<file path="config.mk">
export PLATFORM = sky130hd
export DESIGN_NAME = bch_syndrome_stream
export DESIGN_NICKNAME = d
export VERILOG_FILES = /design/src/rtl/bch_syndrome_stream.sv
export SDC_FILE = /design/constraint.sdc
export NUM_CORES = 1
export LEC_CHECK = 0
export ABC_AREA = 1
export CELL_PAD_IN_SITES_DETAIL_PLACEMENT = 1
export CELL_PAD_IN_SITES_GLOBAL_PLACEMENT = 2
export CORE_AREA = 8 8 95 97
export CTS_CLUSTER_SIZE = 25
export DETAILED_ROUTE_END_ITERATION = 6
export DIE_AREA = 0 0 103 105
export HOLD_SLACK_MARGIN = 0.02
export PLACE_DENSITY_LB_ADDON = 0.1
export SYNTH_ARGS = -nofsm -noshare
export SYNTH_HDL_FRONTEND = slang
export SYNTH_SLANG_ARGS = --single-unit
</file>
<file path="constraint.sdc">
create_clock -name clk -period 2 [get_ports clk]
set_input_delay 0.4 -clock clk [delete_from_list [all_inputs] [get_ports clk]]
set_output_delay 0.4 -clock clk [all_outputs]
set_load 0.02 [all_outputs]
</file>
<file path="src/rtl/bch_syndrome_stream.sv">
// Purpose: streaming BCH syndrome generator, one received bit per cycle, 2T syndromes over GF(2^M).
// Latency: result registered the cycle after the accept of bit N-1; frame_err one cycle after the offending accept.
// Backpressure: in_ready drops while an unread result is held (out_valid && !out_ready); no bit is lost.
//
// Ports:
//   clk, rst              single clock, synchronous active-high reset
//   in_valid/in_ready     bit-stream handshake; in_bit is r_(N-1) first, r_0 last; in_last marks end of frame
//   out_valid/out_ready   result handshake for syn (S_j at syn[j*M-1 -: M], S_1 in LSBs) and syn_zero
//   frame_err             one-cycle pulse when in_last disagrees with the frame counter
//
// Build option BCH_SYN_SQUARE_EN: only odd-index accumulators are built; even syndromes are
// derived at the output register as S_2k = S_k^2. Without it all 2T accumulators are built.
module bch_syndrome_stream #(
   parameter int         M         = 5,
   parameter int         T         = 2,
   parameter logic [M:0] PRIM_POLY = 6'h25
) (
   input  logic             clk,
   input  logic             rst,
   input  logic             in_valid,
   output logic             in_ready,
   input  logic             in_bit,
   input  logic             in_last,
   output logic             out_valid,
   input  logic             out_ready,
   output logic [2*T*M-1:0] syn,
   output logic             syn_zero,
   output logic             frame_err
);

   localparam int N  = (1 << M) - 1;
   localparam int SW = 2 * T * M;
`ifdef BCH_SYN_SQUARE_EN
   localparam int NACC = T;
`else
   localparam int NACC = 2 * T;
`endif

   // Multiply by alpha: shift up one degree and fold x^M back using the primitive polynomial.
   function automatic logic [M-1:0] gf_xtime(input logic [M-1:0] a);
      logic [M-1:0] r;
      r = {a[M-2:0], 1'b0};
      if (a[M-1]) r = r ^ PRIM_POLY[M-1:0];
      return r;
   endfunction

   // Constant multiply by alpha^e; e is fixed per accumulator so this folds to an XOR network.
   function automatic logic [M-1:0] gf_mul_apow(input logic [M-1:0] a, input int e);
      logic [M-1:0] r;
      r = a;
      for (int i = 0; i < e; i++) r = gf_xtime(r);
      return r;
   endfunction

   // Evaluation exponent of accumulator slot k.
   function automatic int acc_exp(input int k);
`ifdef BCH_SYN_SQUARE_EN
      return 2 * k + 1;
`else
      return k + 1;
`endif
   endfunction

`ifdef BCH_SYN_SQUARE_EN
   // Squaring is linear over GF(2): bit i of the input contributes alpha^(2i).
   function automatic logic [M-1:0] gf_sq(input logic [M-1:0] a);
      logic [M-1:0] r;
      logic [M-1:0] p;
      r = '0;
      p = {{(M-1){1'b0}}, 1'b1};
      for (int i = 0; i < M; i++) begin
         if (a[i]) r = r ^ p;
         p = gf_xtime(gf_xtime(p));
      end
      return r;
   endfunction
`endif

   // Map accumulator slots onto the packed syndrome word.
   function automatic logic [SW-1:0] build_syn(input logic [NACC*M-1:0] a);
      logic [SW-1:0] s;
      s = '0;
`ifdef BCH_SYN_SQUARE_EN
      // Ascending j guarantees S_(j/2) is already filled when an even index needs it.
      for (int j = 1; j <= 2 * T; j++) begin
         if (j % 2 == 1) s[j*M-1 -: M] = a[((j-1)/2)*M +: M];
         else            s[j*M-1 -: M] = gf_sq(s[(j/2)*M-1 -: M]);
      end
`else
      s = a;
`endif
      return s;
   endfunction

   logic [M-1:0]      cnt_q, cnt_d;
   logic [NACC*M-1:0] acc_q, acc_d;
   logic [NACC*M-1:0] acc_step;
   logic [SW-1:0]     syn_q, syn_d;
   logic [SW-1:0]     syn_next;
   logic              syn_zero_q, syn_zero_d;
   logic              out_valid_q, out_valid_d;
   logic              frame_err_q, frame_err_d;
   logic              accept;
   logic              at_end;

   assign in_ready  = !rst && !(out_valid_q && !out_ready);
   assign accept    = in_valid && in_ready;
   assign at_end    = (cnt_q == M'(N - 1));

   assign out_valid = out_valid_q;
   assign syn       = syn_q;
   assign syn_zero  = syn_zero_q;
   assign frame_err = frame_err_q;

   // Horner step; the first bit of a frame restarts every accumulator instead of scaling stale state.
   always_comb begin
      acc_step = '0;
      for (int k = 0; k < NACC; k++) begin
         acc_step[k*M +: M] = ((cnt_q == '0) ? '0 : gf_mul_apow(acc_q[k*M +: M], acc_exp(k)))
                              ^ {{(M-1){1'b0}}, in_bit};
      end
      syn_next = build_syn(acc_step);
   end

   always_comb begin
      cnt_d       = cnt_q;
      acc_d       = acc_q;
      syn_d       = syn_q;
      syn_zero_d  = syn_zero_q;
      frame_err_d = 1'b0;
      out_valid_d = out_valid_q && !out_ready;
      if (accept) begin
         if (at_end) begin
            // Counter decides completion; a missing in_last is flagged but the result still goes out.
            cnt_d       = '0;
            acc_d       = acc_step;
            syn_d       = syn_next;
            syn_zero_d  = (syn_next == '0);
            out_valid_d = 1'b1;
            frame_err_d = !in_last;
         end else if (in_last) begin
            // Early end marker: drop the partial frame; cnt==0 clears the accumulators on the next bit.
            cnt_d       = '0;
            frame_err_d = 1'b1;
         end else begin
            cnt_d = cnt_q + 1'b1;
            acc_d = acc_step;
         end
      end
   end

   always_ff @(posedge clk) begin
      if (rst) begin
         cnt_q       <= '0;
         acc_q       <= '0;
         syn_q       <= '0;
         syn_zero_q  <= 1'b0;
         out_valid_q <= 1'b0;
         frame_err_q <= 1'b0;
      end else begin
         cnt_q       <= cnt_d;
         acc_q       <= acc_d;
         syn_q       <= syn_d;
         syn_zero_q  <= syn_zero_d;
         out_valid_q <= out_valid_d;
         frame_err_q <= frame_err_d;
      end
   end

endmodule

</file>
==> impl_summary.log, run 1 <==
[metrics] outcome: finished clean
[metrics] number of enable flip-flop cells after synthesis: 0
[metrics] commonest cells in the synthesized netlist: sky130_fd_sc_hd__nand2_1 (59), sky130_fd_sc_hd__dfxtp_1 (48), sky130_fd_sc_hd__o21ai_0 (40)
[metrics] global-route wire length before repair: a little over 10000 um
[metrics] number of clock sinks: 48
[metrics] cell types with the largest area share after synthesis: sky130_fd_sc_hd__dfxtp_1 (44%), sky130_fd_sc_hd__nand2_1 (10%), sky130_fd_sc_hd__o21ai_0 (9.2%)
[metrics] buffer levels on the longest clock path: 2
[metrics] maximum clock rate: roughly 540 MHz
[metrics] GP Congestion: roughly 0.7
[metrics] fraction of synthesized cell area in xor and xnor cells: 0%
[metrics] placed instance area: roughly 0.0026 mm2
[metrics] count of nets after finishing: ~340
[metrics] Synth Area in Adders: approximately 2.3%
[metrics] Yosys reg bits: 48
[metrics] Setup Viol. Count Final: 0
[metrics] Mapped Area: about 0.0022 mm2
[metrics] worst path arrival time: 1.44 ns
[metrics] Num CTS Buffers: 5
[metrics] most used flip-flop cell after synthesis: sky130_fd_sc_hd__dfxtp_1
[metrics] Hold Violations, Final: 0
[metrics] standby leakage power: roughly 1.1 nW
[metrics] delay of the slowest critical-path stage: roughly 0.45 ns
[metrics] slowest cell on the critical path: sky130_fd_sc_hd__clkdlybuf4s50_1
[metrics] sequential fraction of the synthesis area: 44.1%
[metrics] average size of a mapped cell: roughly 7.3 um2
[metrics] simple-gate share of the synthesized area: 23.1%
[metrics] Iter 0 DRT Violations: 20
[metrics] leading area contributor after synthesis: sky130_fd_sc_hd__dfxtp_1
[metrics] endpoint class of the critical path: output pin
[metrics] endpoint of the worst register-to-register path: syn_zero$_SDFFE_PP0P_
[metrics] Period Utilization, post-route: just over 90%
[metrics] Detailed Place HPWL: 4440 um
[metrics] post-cts sizing count: 1
[metrics] fraction of layout instances using a drive strength above 1: around a tenth
[metrics] CTS HTree Levels: 2
[metrics] vias in the first global route: slightly above 2000
[metrics] number of antenna violations at the first check in global routing: 0
[metrics] worst path bufs/invs: 3
[metrics] most common cell in the synthesized netlist: sky130_fd_sc_hd__nand2_1
[metrics] nets in the synthesized netlist: a little over 300
[metrics] RSZ-0062 raised after global routing: false
[metrics] count of mapped cells out of synthesis: 297
[metrics] critical path's top delay family: buffers and inverters
[metrics] worst hold path type: flop to flop
[metrics] area of the die: roughly 0.011 mm2
[metrics] fraction of the mapped netlist area in compound gates: roughly a fifth
[metrics] core area: 0.00753 mm2
[metrics] worst vdd ir: approximately 0.25 mV
[metrics] startpoint-to-endpoint class of the critical path: primary input to output pin
[metrics] largest net degree at the start of global routing: 24
[metrics] source of the worst register-to-register timing path: cnt_q[0]$_SDFFE_PP0P_
[metrics] post-CTS setup repair buffer count: 0
[metrics] FF-to-FF path depth: 11
[metrics] vertical die dimension: about 110 um
[metrics] Synth async-reset ratio: 0%
[metrics] minimum period implied by the final worst setup slack: 1.84 ns
[metrics] post-DR vias/cell: roughly 4.7
[metrics] Overflow after GRT: 0
[metrics] Residual DRC: 0
[metrics] actual slew at the worst max-slew pin: ~0.35 ns
[metrics] area delta synth->final: 25.3%
[metrics] IO Port Bufs: 29
[metrics] post-layout instance area: ~0.0027 mm2
[metrics] Min-Delay Endpoint: syn[6]$_SDFFE_PP0P_
[metrics] Tot Pwr: around 1.9 mW
[metrics] total routed wirelength: approximately 5900 um
[metrics] hold depth: 2
[metrics] clock latency on the worst-skew pair: about 0.30 ns
[metrics] cells traversed along the worst timing path: clkdlybuf4s50_1 > inv_1 > a21oi_1 > dlygate4sd2_1
[metrics] number of iterations in the first detailed-routing pass: 4
[metrics] FF-to-FF setup slack: around 0.21 ns
[metrics] slew margin rel.: between 70% and 80%
[metrics] area fraction of the dominant cell type after synthesis: between 40% and 50%
[metrics] cell at the root of the clock tree: sky130_fd_sc_hd__clkbuf_8
[metrics] required time at the endpoint of the critical path: 1.60 ns
[metrics] share of the core filled with cells: roughly 36%
[metrics] die width: ~100 um
[metrics] DR vias: a little over 2000
[metrics] Syn. warnings: 0
[metrics] Clock Skews: roughly 0.0053 ns
[metrics] combinational family with the most area after synthesis: simple AND/OR/NAND/NOR gates
[metrics] Min-Delay Startpoint: syn[6]$_SDFFE_PP0P_
[metrics] startpoint type of the worst setup path: primary input
[metrics] Routed WL per cell: 13.6 um
[metrics] CTS tree: yes
[metrics] fraction of synthesized area in multiplexers: 0%
[metrics] number of placed I/O pins: 30
[metrics] Synth cell types: 26
[metrics] clock slew seen by the registers of the worst setup and hold paths: ~0.090 ns
[metrics] max-cap violations: 0
[metrics] hold-fix buffer count after cts: 0
[metrics] number of diodes added for antenna fixing: 0
[metrics] Initial Utilization: 28.9%
[metrics] Total Routing Usage GR: 11.5%
[metrics] Final Max Tran Viols: 0
[metrics] site row count: 32
[metrics] Power per Cell Area: 698 mW/mm2
[metrics] peak fanout along the critical path: 2
[metrics] Final ANT Viol Nets: 0
## per-stage QoR
stage	setup slack, ns	setup TNS, ns	cells	hold slack (ns)
6_report	0.160	0	434	0.469
5_1_grt	0.0140	0	434	0.487
4_1_cts	0.129	0	434	0.477
3_5_place_dp	-0.128	-0.130	426	0.460
3_3_place_gp	-0.0908	-0.0908	426	0.456
2_1_floorplan	0.393	0	297	0.441
## routing by layer
layer | global-route usage (%) | share of wire [%] | vias to the layer above
met5 | 0 | 0 | -
met4 | 3.10 | 1.1 | 0
met3 | 3.32 | 4.5 | 6
met2 | 18.1 | 45 | 28
met1 | 14.9 | 50 | 967
li1 | - | - | 1036
## where the power goes
group	switching (mW)	internal [mW]	leakage, nW	total, mW
registers	0.0178	0.978	0.389	0.996
logic	0.121	0.0671	0.661	0.189
clock network	0.350	0.371	0.0541	0.720
total	0.489	1.42	1.10	1.91
## logic make-up (layout without fill, tap and decap cells)
kind of cell,Yosys count,in the layout
AO/OA/AOI/OAI,86,86
adder cells (fa/ha/maj),4,4
buffers and inverters,49,84
flip-flops,48,48
AND/OR/NAND/NOR,110,110
## worst max-delay path by stage
stage,startpoint,end,cells after the start
2_1_floorplan,cnt_q[1]$_SDFFE_PP0P_,acc_q[0]$_SDFFE_PP0P_,8
3_3_place_gp,out_ready,in_ready,4
3_5_place_dp,out_ready,in_ready,4
4_1_cts,cnt_q[0]$_SDFFE_PP0P_,syn_zero$_SDFFE_PP0P_,11
5_1_grt,cnt_q[0]$_SDFFE_PP0P_,syn_zero$_SDFFE_PP0P_,12
6_report,out_ready,in_ready,4
## flip-flops by register name (all words and copies together), names as in the netlist
register   count
cnt_q          5
frame_err      1
out_valid      1
syn           20
syn_zero       1
acc_q         20
## layout by cell type (no fill, tap or decap), drive strengths merged, types with 3 or more instances in the layout
cell	n
buf	12
nor2	28
a21oi	39
nor3b	3
o21ai	41
nand2	61
nand3	13
ha	4
clkdlybuf4s50	28
inv	35
o211ai	4
clkbuf	5
dfxtp	48
## worst reg2reg max path, stage by stage, from the launching register on
cell and delay (ns):
sky130_fd_sc_hd__dfxtp_1 0.34, sky130_fd_sc_hd__inv_1 0.12, sky130_fd_sc_hd__ha_1 0.16, sky130_fd_sc_hd__inv_1 0.04, sky130_fd_sc_hd__nor2_1 0.18, sky130_fd_sc_hd__nand2_4 0.18
sky130_fd_sc_hd__buf_4 0.20, sky130_fd_sc_hd__o21ai_0 0.07, sky130_fd_sc_hd__nand3_1 0.10, sky130_fd_sc_hd__nor2_1 0.09, sky130_fd_sc_hd__nand3_1 0.12, sky130_fd_sc_hd__a21oi_2 0.14
## area by class of cell
type | instances | area (um2)
Fill cell | 957 | 4800
Clock buffer | 5 | 68.8
Tap cell | 102 | 128
Multi-Input combinational cell | 200 | 1000
Sequential cell | 48 | 961
Clock inverter | 3 | 42.5
Inverter | 35 | 131
Timing Repair Buffer | 41 | 392
(Power assumes the default switching activity.)
==> run 2: changes to the inputs <==
--- a/config.mk
+++ b/config.mk
@@ -8,10 +8,11 @@
 export ABC_AREA = 1
 export CELL_PAD_IN_SITES_DETAIL_PLACEMENT = 1
 export CELL_PAD_IN_SITES_GLOBAL_PLACEMENT = 2
-export CORE_AREA = 8 8 95 97
+export CORE_AREA = 8 8 92 94
+export CTS_BUF_LIST = sky130_fd_sc_hd__clkbuf_8
 export CTS_CLUSTER_SIZE = 25
 export DETAILED_ROUTE_END_ITERATION = 6
-export DIE_AREA = 0 0 103 105
+export DIE_AREA = 0 0 100 102
 export HOLD_SLACK_MARGIN = 0.02
 export PLACE_DENSITY_LB_ADDON = 0.1
 export SYNTH_ARGS = -nofsm -noshare
==> run 2 against run 1 <==
Effect of this change: critical path type unchanged; combinational power about the same; clock power is 13% lower; final area fell by 0.69%; first-iteration DRC count rose to 2.8 times the previous value; die area down 5.7%; highest routed layer unchanged; routed wire length down 1.3%; power fell by 4.7%; clock skew is 0.0090 ns higher; via count fell by 2.7%.
==> impl_summary.log, run 2 (synthesis gave the netlist of run 1 again) <==
[metrics] outcome: finished clean (unchanged)
[metrics] minimum period implied by the final worst setup slack: 1.81 ns (was 1.84 ns)
[metrics] Power per Cell Area: 670 mW/mm2 (was 698 mW/mm2)
[metrics] Detailed Place HPWL: 4210 um (was 4440 um)
[metrics] maximum clock rate: 552 MHz (was 543 MHz)
[metrics] number of placed I/O pins: 30 (unchanged)
[metrics] Tot Pwr: 1.82 mW (was 1.91 mW)
[metrics] total routed wirelength: 5840 um (was 5920 um)
[metrics] Setup Viol. Count Final: 0 (unchanged)
[metrics] worst hold path type: flop to flop (unchanged)
[metrics] number of clock sinks: 48 (unchanged)
[metrics] clock slew seen by the registers of the worst setup and hold paths: 0.11 ns (was 0.09 ns)
[metrics] required time at the endpoint of the critical path: 1.60 ns (about the same)
[metrics] buffer levels on the longest clock path: 2 (unchanged)
[metrics] Period Utilization, post-route: 90.5% (was 92.0%)
[metrics] vias in the first global route: 2021 (was 2070)
[metrics] most frequent cells in the layout: sky130_fd_sc_hd__nand2_1 (59), sky130_fd_sc_hd__dfxtp_1 (48), sky130_fd_sc_hd__o21ai_0 (40), sky130_fd_sc_hd__a21oi_1 (38), sky130_fd_sc_hd__inv_1 (31) (unchanged)
[metrics] post-layout instance area: 0.00271 mm2 (was 0.00273 mm2)
[metrics] area of the die: 0.0102 mm2 (was 0.0108 mm2)
[metrics] startpoint type of the worst setup path: primary input (unchanged)
[metrics] CTS HTree Levels: 2 (unchanged)
[metrics] slew margin rel.: 75.7% (was 76.9%)
[metrics] max-cap violations: 0 (unchanged)
[metrics] cell at the root of the clock tree: sky130_fd_sc_hd__clkbuf_8 (unchanged)
[metrics] post-CTS setup repair buffer count: 0 (unchanged)
[metrics] Filler Cells Inserted: 903 (was 957)
[metrics] clock latency on the worst-skew pair: 0.32 ns (was 0.30 ns)
[metrics] actual slew at the worst max-slew pin: 0.363 ns (was 0.345 ns)
[metrics] core area: 0.00706 mm2 (was 0.00753 mm2)
[metrics] worst vdd ir: 0.269 mV (was 0.254 mV)
[metrics] Initial Utilization: 30.8% (was 28.9%)
[metrics] IO Port Bufs: 29 (unchanged)
[metrics] number of antenna violations at the first check in global routing: 0 (unchanged)
[metrics] post-DR vias/cell: 4.60 (was 4.69)
[metrics] Final Max Tran Viols: 0 (unchanged)
[metrics] Iter 0 DRT Violations: 56 (was 20)
[metrics] count of nets after finishing: 341 (unchanged)
[metrics] startpoint-to-endpoint class of the critical path: primary input to output pin (unchanged)
[metrics] Total Routing Usage GR: 12.1% (was 11.5%)
[metrics] worst path arrival time: 1.41 ns (was 1.44 ns)
[metrics] count of placed standard cells including taps: 422 (was 426)
[metrics] Num CTS Buffers: 5 (unchanged)
[metrics] DR vias: 1982 (was 2037)
[metrics] GP Congestion: 0.723 (was 0.699)
[metrics] RSZ-0062 raised after global routing: false (unchanged)
[metrics] peak fanout along the critical path: 2 (unchanged)
[metrics] Final ANT Viol Nets: 0 (unchanged)
[metrics] leading cell type in the layout, fill and taps excluded: sky130_fd_sc_hd__nand2_1 (unchanged)
[metrics] placed instance area: 0.00260 mm2 (was 0.00261 mm2)
[metrics] site row count: 31 (was 32)
[metrics] standby leakage power: 1.10 nW (about the same)
[metrics] Hold Violations, Final: 0 (unchanged)
[metrics] Clock Skews: 0.0143 ns (was 0.00533 ns)
[metrics] global-route wire length before repair: 9830 um (was 10100 um)
[metrics] FF-to-FF setup slack: 0.25 ns (was 0.21 ns)
[metrics] fraction of layout instances using a drive strength above 1: 9.94% (was 9.64%)
[metrics] die width: 100 um (was 103 um)
[metrics] post-layout instance count excluding filler cells: 431 (was 434)
[metrics] hold-fix buffer count after cts: 0 (unchanged)
[metrics] Routed WL per cell: 13.6 um (about the same)
[metrics] Residual DRC: 0 (unchanged)
[metrics] area delta synth->final: 24.4% (was 25.3%)
[metrics] largest net degree at the start of global routing: 26 (was 24)
[metrics] number of diodes added for antenna fixing: 0 (unchanged)
[metrics] vertical die dimension: 102 um (was 105 um)
[metrics] number of iterations in the first detailed-routing pass: 6 (was 4)
[metrics] Fin Hold WS: 0.477 ns (was 0.469 ns)
[metrics] CTS tree: yes (unchanged)
[metrics] Overflow after GRT: 0 (unchanged)
[metrics] endpoint class of the critical path: output pin (unchanged)
[run 2: changes by cell type in the layout (fill, tap and decap cells not counted), sizes merged]
cell,change
nand2,+1
buf,-1
bufinv,-1
clkinvlp,-1
inv,+2
[run 2: repair_timing]
action | CTS | global route
pin swaps | 0 | 1
resized for setup | 1 | 2
gates cloned | 0 | 1
endpoints found under the setup margin | 1 | 3
[run 2: final cells by class]
| type | count | area (um2) | area share (%) |
|---|---|---|---|
| Timing Repair Buffer | 40 | 384 | 14.2 |
| Tap cell | 99 | 124 | 4.57 |
| Clock buffer | 5 | 68.8 | 2.54 |
| Inverter | 35 | 131 | 4.85 |
| Sequential cell | 48 | 961 | 35.5 |
| Multi-Input combinational cell | 201 | 1010 | 37.4 |
| Clock inverter | 3 | 26.3 | 0.970 |
[run 2: power breakdown]
group / switching (mW) / internal [mW]
registers: 0.0171 / 0.979
clock network: 0.370 / 0.258
logic: 0.125 / 0.0665
[run 2: path summary, 6_finish.rpt]
kind / from / to / cells after the start
max reg2reg: cnt_q[0]$_SDFFE_PP0P_ / syn_zero$_SDFFE_PP0P_ / 12
min: syn[1]$_SDFFE_PP0P_ / syn[1]$_SDFFE_PP0P_ / 2
min reg2reg: syn[1]$_SDFFE_PP0P_ / syn[1]$_SDFFE_PP0P_ / 2
max: out_ready / in_ready / 4
[run 2: per-layer routing]
metal / vias to the layer above / GRT usage, % / part of all wire [%]
met4: 0 / 5.23 / 2.1
met3: 7 / 3.54 / 4.3
met1: 909 / 15.3 / 51
met2: 29 / 18.7 / 43
li1: 1037 / - / -
met5: - / 0 / 0
[run 2: per-stage QoR]
stage               setup WS (ns)  TNS, ns  utilization (%)
floorplan                   0.393        0                -
CTS                         0.140        0             38.2
finish                      0.190        0             38.4
global placement          -0.0963  -0.0963             36.8
global route               0.0353        0             38.4
detailed placement         -0.115   -0.115             36.8
[run 2: worst max-delay path: stages]
cell	delay, ns
sky130_fd_sc_hd__clkdlybuf4s50_1	0.45
sky130_fd_sc_hd__inv_1	0.05
sky130_fd_sc_hd__a21oi_1	0.15
sky130_fd_sc_hd__dlygate4sd2_1	0.36
